<file path="src/rtl/urv_iram_loader.sv">
// Byte-stream command loader for the uRV instruction/data RAM.
// It writes and reads 32-bit words over one RAM port and holds the core in reset while code is loaded.
module urv_iram_loader #(
  parameter int g_size     = 65536,
  parameter int g_timeout  = 1000000,
  parameter int g_hold_cpu = 1
) (
  input  logic        clk_i,
  input  logic        rst_n_i,
  input  logic [7:0]  rx_data_i,
  input  logic        rx_valid_i,
  output logic        rx_ready_o,
  output logic [7:0]  tx_data_o,
  output logic        tx_valid_o,
  input  logic        tx_ready_i,
  output logic        mem_en_o,
  output logic        mem_we_o,
  output logic [31:0] mem_addr_o,
  output logic [3:0]  mem_bwe_o,
  output logic [31:0] mem_data_o,
  input  logic [31:0] mem_q_i,
  output logic        cpu_rst_o,
  output logic        busy_o
);

  typedef enum logic [3:0] {
    S_IDLE, S_CMD, S_ADDR, S_CNT, S_WDATA, S_WRITE, S_RESP, S_RACC, S_RLAT, S_RSEND
  } state_t;

  localparam logic [31:0] ADDR_MASK = 32'(g_size - 1) & 32'hFFFF_FFFC;
  localparam logic [31:0] TMO_LAST  = 32'(g_timeout - 1);
  localparam bit          TMO_EN    = (g_timeout != 0);
  localparam logic [7:0]  C_WRITE   = 8'h57;
  localparam logic [7:0]  C_READ    = 8'h52;
  localparam logic [7:0]  C_HALT    = 8'h48;
  localparam logic [7:0]  C_GO      = 8'h47;
  localparam logic [7:0]  C_OK      = 8'h4B;
  localparam logic [7:0]  C_ERR     = 8'h45;

  state_t      r_state, w_state_next;
  logic        r_alive;
  logic        r_cpu_rst;
  logic [7:0]  r_cmd;
  logic [7:0]  r_resp;
  logic [7:0]  r_wcnt;
  logic [1:0]  r_bcnt;
  logic [31:0] r_addr;
  logic [31:0] r_wdata;
  logic [31:0] r_shift;
  logic [31:0] r_tmo;

  logic        w_rx_ready, w_rx_fire, w_tx_valid, w_tx_fire, w_tmo_hit, w_rx_state;
  logic [31:0] w_addr, w_addr_inc;

  assign w_addr     = r_addr & ADDR_MASK;
  assign w_addr_inc = (w_addr + 32'd4) & ADDR_MASK;
  assign w_rx_state = (r_state == S_ADDR) || (r_state == S_CNT) || (r_state == S_WDATA);
  assign w_rx_ready = r_alive && ((r_state == S_IDLE) || w_rx_state);
  assign w_rx_fire  = rx_valid_i && w_rx_ready;
  assign w_tx_valid = (r_state == S_RESP) || (r_state == S_RSEND);
  assign w_tx_fire  = w_tx_valid && tx_ready_i;
  assign w_tmo_hit  = TMO_EN && w_rx_state && !w_rx_fire && (r_tmo == TMO_LAST);

  assign rx_ready_o = w_rx_ready;
  assign tx_valid_o = w_tx_valid;
  assign tx_data_o  = (r_state == S_RSEND) ? r_shift[31:24] :
                      (r_state == S_RESP)  ? r_resp : 8'h00;
  assign mem_en_o   = (r_state == S_WRITE) || (r_state == S_RACC);
  assign mem_we_o   = (r_state == S_WRITE);
  assign mem_bwe_o  = (r_state == S_WRITE) ? 4'hF : 4'h0;
  assign mem_addr_o = w_addr;
  assign mem_data_o = (r_state == S_WRITE) ? r_wdata : 32'h0;
  assign cpu_rst_o  = r_cpu_rst;
  assign busy_o     = (r_state != S_IDLE);

  always_ff @(posedge clk_i or negedge rst_n_i) begin
    if (!rst_n_i) r_state <= S_IDLE;
    else          r_state <= w_state_next;
  end

  always_comb begin
    w_state_next = r_state;
    case (r_state)
      S_IDLE:  if (w_rx_fire) w_state_next = S_CMD;
      S_CMD:   w_state_next = (r_cmd == C_WRITE || r_cmd == C_READ) ? S_ADDR : S_RESP;
      S_ADDR: begin
        if (w_tmo_hit) w_state_next = S_IDLE;
        else if (w_rx_fire && r_bcnt == 2'd3) w_state_next = S_CNT;
      end
      S_CNT: begin
        if (w_tmo_hit) w_state_next = S_IDLE;
        else if (w_rx_fire) w_state_next = (r_cmd == C_WRITE) ? S_WDATA : S_RACC;
      end
      S_WDATA: begin
        if (w_tmo_hit) w_state_next = S_IDLE;
        else if (w_rx_fire && r_bcnt == 2'd3) w_state_next = S_WRITE;
      end
      S_WRITE: w_state_next = (r_wcnt == 8'd0) ? S_RESP : S_WDATA;
      S_RESP:  if (w_tx_fire) w_state_next = S_IDLE;
      S_RACC:  w_state_next = S_RLAT;
      S_RLAT:  w_state_next = S_RSEND;
      S_RSEND: begin
        if (w_tx_fire && r_bcnt == 2'd3) w_state_next = (r_wcnt == 8'd0) ? S_IDLE : S_RACC;
      end
      default: w_state_next = S_IDLE;
    endcase
  end

  always_ff @(posedge clk_i or negedge rst_n_i) begin
    if (!rst_n_i) begin
      r_alive   <= 1'b0;
      r_cpu_rst <= (g_hold_cpu != 0);
      r_cmd     <= 8'h00;
      r_resp    <= 8'h00;
      r_wcnt    <= 8'h00;
      r_bcnt    <= 2'd0;
      r_addr    <= 32'h0;
      r_wdata   <= 32'h0;
      r_shift   <= 32'h0;
      r_tmo     <= 32'h0;
    end else begin
      r_alive <= 1'b1;
      // Idle-gap timer; any accepted byte or leaving the receive states restarts it.
      if (w_rx_state && !w_rx_fire) r_tmo <= r_tmo + 32'd1;
      else                          r_tmo <= 32'h0;
      case (r_state)
        S_IDLE: begin
          if (w_rx_fire) begin
            r_cmd  <= rx_data_i;
            r_bcnt <= 2'd0;
            if (rx_data_i == C_WRITE || rx_data_i == C_READ) r_cpu_rst <= 1'b1;
          end
        end
        S_CMD: begin
          r_resp <= C_ERR;
          if (r_cmd == C_HALT) begin
            r_cpu_rst <= 1'b1;
            r_resp    <= C_OK;
          end else if (r_cmd == C_GO) begin
            r_cpu_rst <= 1'b0;
            r_resp    <= C_OK;
          end
        end
        S_ADDR: begin
          if (w_rx_fire) begin
            r_addr <= {r_addr[23:0], rx_data_i};
            r_bcnt <= r_bcnt + 2'd1;
          end
        end
        S_CNT: begin
          if (w_rx_fire) begin
            r_wcnt <= rx_data_i;
            r_bcnt <= 2'd0;
          end
        end
        S_WDATA: begin
          if (w_rx_fire) begin
            r_wdata <= {r_wdata[23:0], rx_data_i};
            r_bcnt  <= r_bcnt + 2'd1;
          end
        end
        S_WRITE: begin
          r_addr <= w_addr_inc;
          if (r_wcnt != 8'd0) r_wcnt <= r_wcnt - 8'd1;
          else                r_resp <= C_OK;
        end
        S_RLAT: r_shift <= mem_q_i;
        S_RSEND: begin
          if (w_tx_fire) begin
            r_shift <= {r_shift[23:0], 8'h00};
            r_bcnt  <= r_bcnt + 2'd1;
            if (r_bcnt == 2'd3) begin
              r_addr <= w_addr_inc;
              if (r_wcnt != 8'd0) r_wcnt <= r_wcnt - 8'd1;
            end
          end
        end
        default: ;
      endcase
    end
  end

endmodule
</file>
<file path="config.mk">
export PLATFORM = sky130hd
export DESIGN_NAME = urv_iram_loader
export DESIGN_NICKNAME = d
export VERILOG_FILES = /design/src/rtl/urv_iram_loader.sv
export SDC_FILE = /design/constraint.sdc
export NUM_CORES = 1
export LEC_CHECK = 0
export BUFFER_PORTS_ARGS = -buffer_cell sky130_fd_sc_hd__buf_4
export CORE_UTILIZATION = 25
export CTS_BUF_LIST = sky130_fd_sc_hd__clkbuf_8
export CTS_CLUSTER_DIAMETER = 200
export DETAILED_ROUTE_END_ITERATION = 7
export PLACE_DENSITY = 0.46
export SLEW_MARGIN = 20
export SYNTH_ARGS = -nofsm -noshare
export SYNTH_HDL_FRONTEND = slang
export SYNTH_SLANG_ARGS = --single-unit
</file>
<file path="constraint.sdc">
create_clock -name clk_i -period 2.8 [get_ports clk_i]
set_input_delay 0.56 -clock clk_i [delete_from_list [all_inputs] [get_ports clk_i]]
set_output_delay 0.56 -clock clk_i [all_outputs]
set_load 0.02 [all_outputs]
</file>
==> run summary <==
Synth
* **register bit total from synthesis** 139
* **Async SR Flop Fraction** 1.00
* **synth warn** 0
* **most numerous cell types in the synthesized netlist** sky130_fd_sc_hd__dfrtp_1 (138), sky130_fd_sc_hd__nand2_1 (73), sky130_fd_sc_hd__nor2_1 (69), sky130_fd_sc_hd__o21ai_0 (59), sky130_fd_sc_hd__a21oi_1 (46)
* **Synth Cell Area** 7420 um^2
* **post-synthesis sequential area ratio** 0.469
* **number of synthesized flops with an enable pin** 0
* **share of the synthesized area in the top cell type** 0.465
* **top area cells in the synthesized netlist** sky130_fd_sc_hd__dfrtp_1 (47%), sky130_fd_sc_hd__mux2_2 (6.1%), sky130_fd_sc_hd__o21ai_0 (4.0%), sky130_fd_sc_hd__and3_1 (3.7%), sky130_fd_sc_hd__nand2_1 (3.7%)
* **dominant cell by count in the synthesized netlist** sky130_fd_sc_hd__dfrtp_1
* **Mean Syn Cell Area** 9.74 um^2
* **post-synth cell types** 69
* **most used flip-flop cell after synthesis** sky130_fd_sc_hd__dfrtp_1
* **synthesized instance count** 762
* **library cell occupying the most area in the post-synthesis netlist** sky130_fd_sc_hd__dfrtp_1

Pwr
* **sequential fraction of design power** 0.394
* **switching share of total power** 0.396
* **power after layout** 0.00836 W
* **IR Drop Worst-Case VDD** 295 uV
* **leakage power total** 4.08 nW
* **clock group share of total power** 0.209
* **internal power summed over all cells** 0.00505 W
* **net switching power figure** 0.00331 W
* **Combinational Power Share** 0.397
* **P per Cell Area** 935 nW/um^2

Worst setup path
* **capture instance of the worst register-to-register path** r_shift[26]
* **cell depth of the worst flop-to-flop path** 8
* **kind of critical path** flop to output port
* **origin of the critical flop-to-flop path** r_state[2]
* **reg2reg setup slack** 0.54 ns
* **Worst setup SP type** flop
* **CP Max Fanout** 32
* **critical path endpoint category** output port
* **Data arrival, critical path** 2.07 ns
* **critical path data required time** 2.24 ns

Timing
* **endpoints failing setup** 0
* **number of pins with negative max-slew slack in the final report** 0
* **worst hold margin** 0.0597 ns
* **RSZ-0062 raised after global routing** false
* **f_max** 381 MHz
* **Total Neg Setup Slack** 0 ns
* **worst clock skew** 0.0138 ns
* **time the final worst path needs with I/O delays and setup** 2.63 ns
* **measured slew at the worst slew-check pin** 0.802 ns
* **Final Hold Viols** 0
* **post-route setup slack** 0.173 ns
* **ratio of final minimum period to clock period** 0.938
* **worst relative slew slack** 0.458

Finish
* **proportion of layout cells with a drive suffix above 1** 0.262
* **number of antenna diodes** 0
* **number of nets in the layout** 898
* **cell area after layout** 8940 um^2
* **layout overhead on the synthesized area** 20.5%
* **number of filler instances in the final layout** 3061

Global route
* **first-pass GRT wire length** 29.6 mm
* **number of global-route vias before repair** 5515
* **pin count of the biggest net entering global routing** 57
* **gr ovfl total** 0
* **global-route usage over all layers** 0.122
* **initial antenna violation count** 0

Placed design
* **worst setup timing slack at the placement stage** 0.479 ns
* **DP Wirelength** 12.6 mm
* **count of buffers inserted at the top-level ports** 107
* **weighted congestion reported at the end of routability-driven placement** 0.819
* **total cell area at the placement stage** 8510 um^2

Route
* **average detailed-routed wire length per instance** 14.5 um
* **overall via count from detail_route** 5665
* **total detailed-routing wirelength** 18.1 mm
* **DRC violations left** 0
* **DR vias/cell** 4.55
* **number of antenna-violating nets in the routed design** 0
* **number of design-rule violations left by the first detailed-router iteration** 243
* **router iterations before antenna repair** 4

Die
* **Starting Density** 0.256
* **# rows** 62
* **horizontal die dimension** 174 um
* **floorplan core area** 28900 um^2
* **count of boundary I/O pins** 126
* **die footprint** 30400 um^2
* **die height** 174 um

Clock tree
* **clk root buf** sky130_fd_sc_hd__clkbuf_8
* **clock tree from TritonCTS** yes
* **CTS sink cnt** 139
* **Reg clk slew, reported paths** 0.08 ns
* **Max H-tree Level** 4
* **Longest Clk Path Bufs** 2
* **buffers inserted during post-CTS setup optimization** 0
* **Num CTS Buffers** 17
* **clock latency at the later pin of the worst-skew pair** 0.46 ns

Worst hold path
* **type of the worst min-delay path** input port to asynchronous set/reset pin

Status
* **outcome** finished clean

Job
* **maxcap violations** 0

==> layout by cell type, fill, tap and decap left out, drive strengths merged, types with 19 or more instances in the layout <==
master    n
mux2     42
and3     45
nand3    20
nor2     71
conb     19
mux2i    26
dfrtp   138
o21ai    62
buf     127
nand2    73
a21oi    47
==> timing repair <==
| action | CTS | global route |
|---|---|---|
| setup endpoints to repair | 12 | 15 |
| hold buffers | 0 | 0 |
| gates resized for setup | 1 | 3 |
==> power by group through the flow <==
stage / Combinational [W] / Sequential, W / Clock [W]
final: 0.00332 / 0.00330 / 0.00174
after CTS: 0.00335 / 0.00330 / 0.00181
after detailed placement: 0.00334 / 0.00333 / 0
after floorplan: 0.00259 / 0.00309 / 0
after global routing: 0.00370 / 0.00340 / 0.00190
after global placement: 0.00332 / 0.00333 / 0
==> sequential cells by signal, indices dropped and copies added, names as in the netlist <==
signal     count
r_wcnt         8
r_bcnt         2
r_shift       32
r_addr        16
r_alive        1
r_resp         3
cpu_rst_o      1
r_tmo         32
r_wdata       32
r_state        4
r_cmd          8
==> cells by family (layout without fill, tap and decap cells) <==
kind of cell / count (synthesis) / count (layout) / synth area share
simple gates: 279 / 279 / 0.193
flops: 139 / 139 / 0.469
mux: 68 / 68 / 0.0998
xor+xnor: 28 / 28 / 0.0331
compound gates: 153 / 153 / 0.123
other cells: 2 / 19 / 0.00101
fa+ha+maj: 6 / 6 / 0.00978
buf+inv: 87 / 170 / 0.0713
==> worst max-delay path, cell delays in order (launching register included) <==
cell and delay (ns):
sky130_fd_sc_hd__dfrtp_1 0.54, sky130_fd_sc_hd__buf_4 0.22, sky130_fd_sc_hd__nor2b_2 0.26, sky130_fd_sc_hd__buf_6 0.25, sky130_fd_sc_hd__and3_1 0.20, sky130_fd_sc_hd__buf_4 0.14
==> routing by layer <==
layer | up-vias | GRT usage | routed length, um
met5 | - | 0 | 0
li1 | 2811 | - | -
met3 | 13 | 0.0326 | 816
met1 | 2729 | 0.168 | 8910
met2 | 112 | 0.183 | 8110
met4 | 0 | 0.0409 | 232
==> stage by stage <==
| step | std cells | utilization |
|---|---|---|
| after floorplan | 779 | - |
| final | 1246 | 0.309 |
| after detailed placement | 1214 | 0.294 |
| after global placement | 1214 | 0.294 |
| after CTS | 1246 | 0.308 |
| after global routing | 1246 | 0.309 |
==> layout make-up <==
class,count,area (um^2),share of cell area
inverter,11,41.3,0.00462
clock buffer,18,248,0.0277
multi-input combinational,553,3510,0.392
sequential,139,3480,0.389
tap,384,480,0.0538
timing repair buffer,127,1010,0.113
clock inverter,14,169,0.0189
==> worst max path at each step <==
stage	to	slack, ns	start	depth (start not counted)
2_1_floorplan	mem_data_o[10]	0.71	r_state[1]	5
3_3_place_gp	mem_data_o[4]	0.47	r_state[1]	5
3_5_place_dp	mem_data_o[4]	0.48	r_state[1]	5
4_1_cts	tx_valid_o	0.09	r_state[2]	5
5_1_grt	mem_data_o[12]	0.03	r_state[2]	5
6_report	mem_data_o[4]	0.17	r_state[2]	5
(Power assumes the default switching activity.)
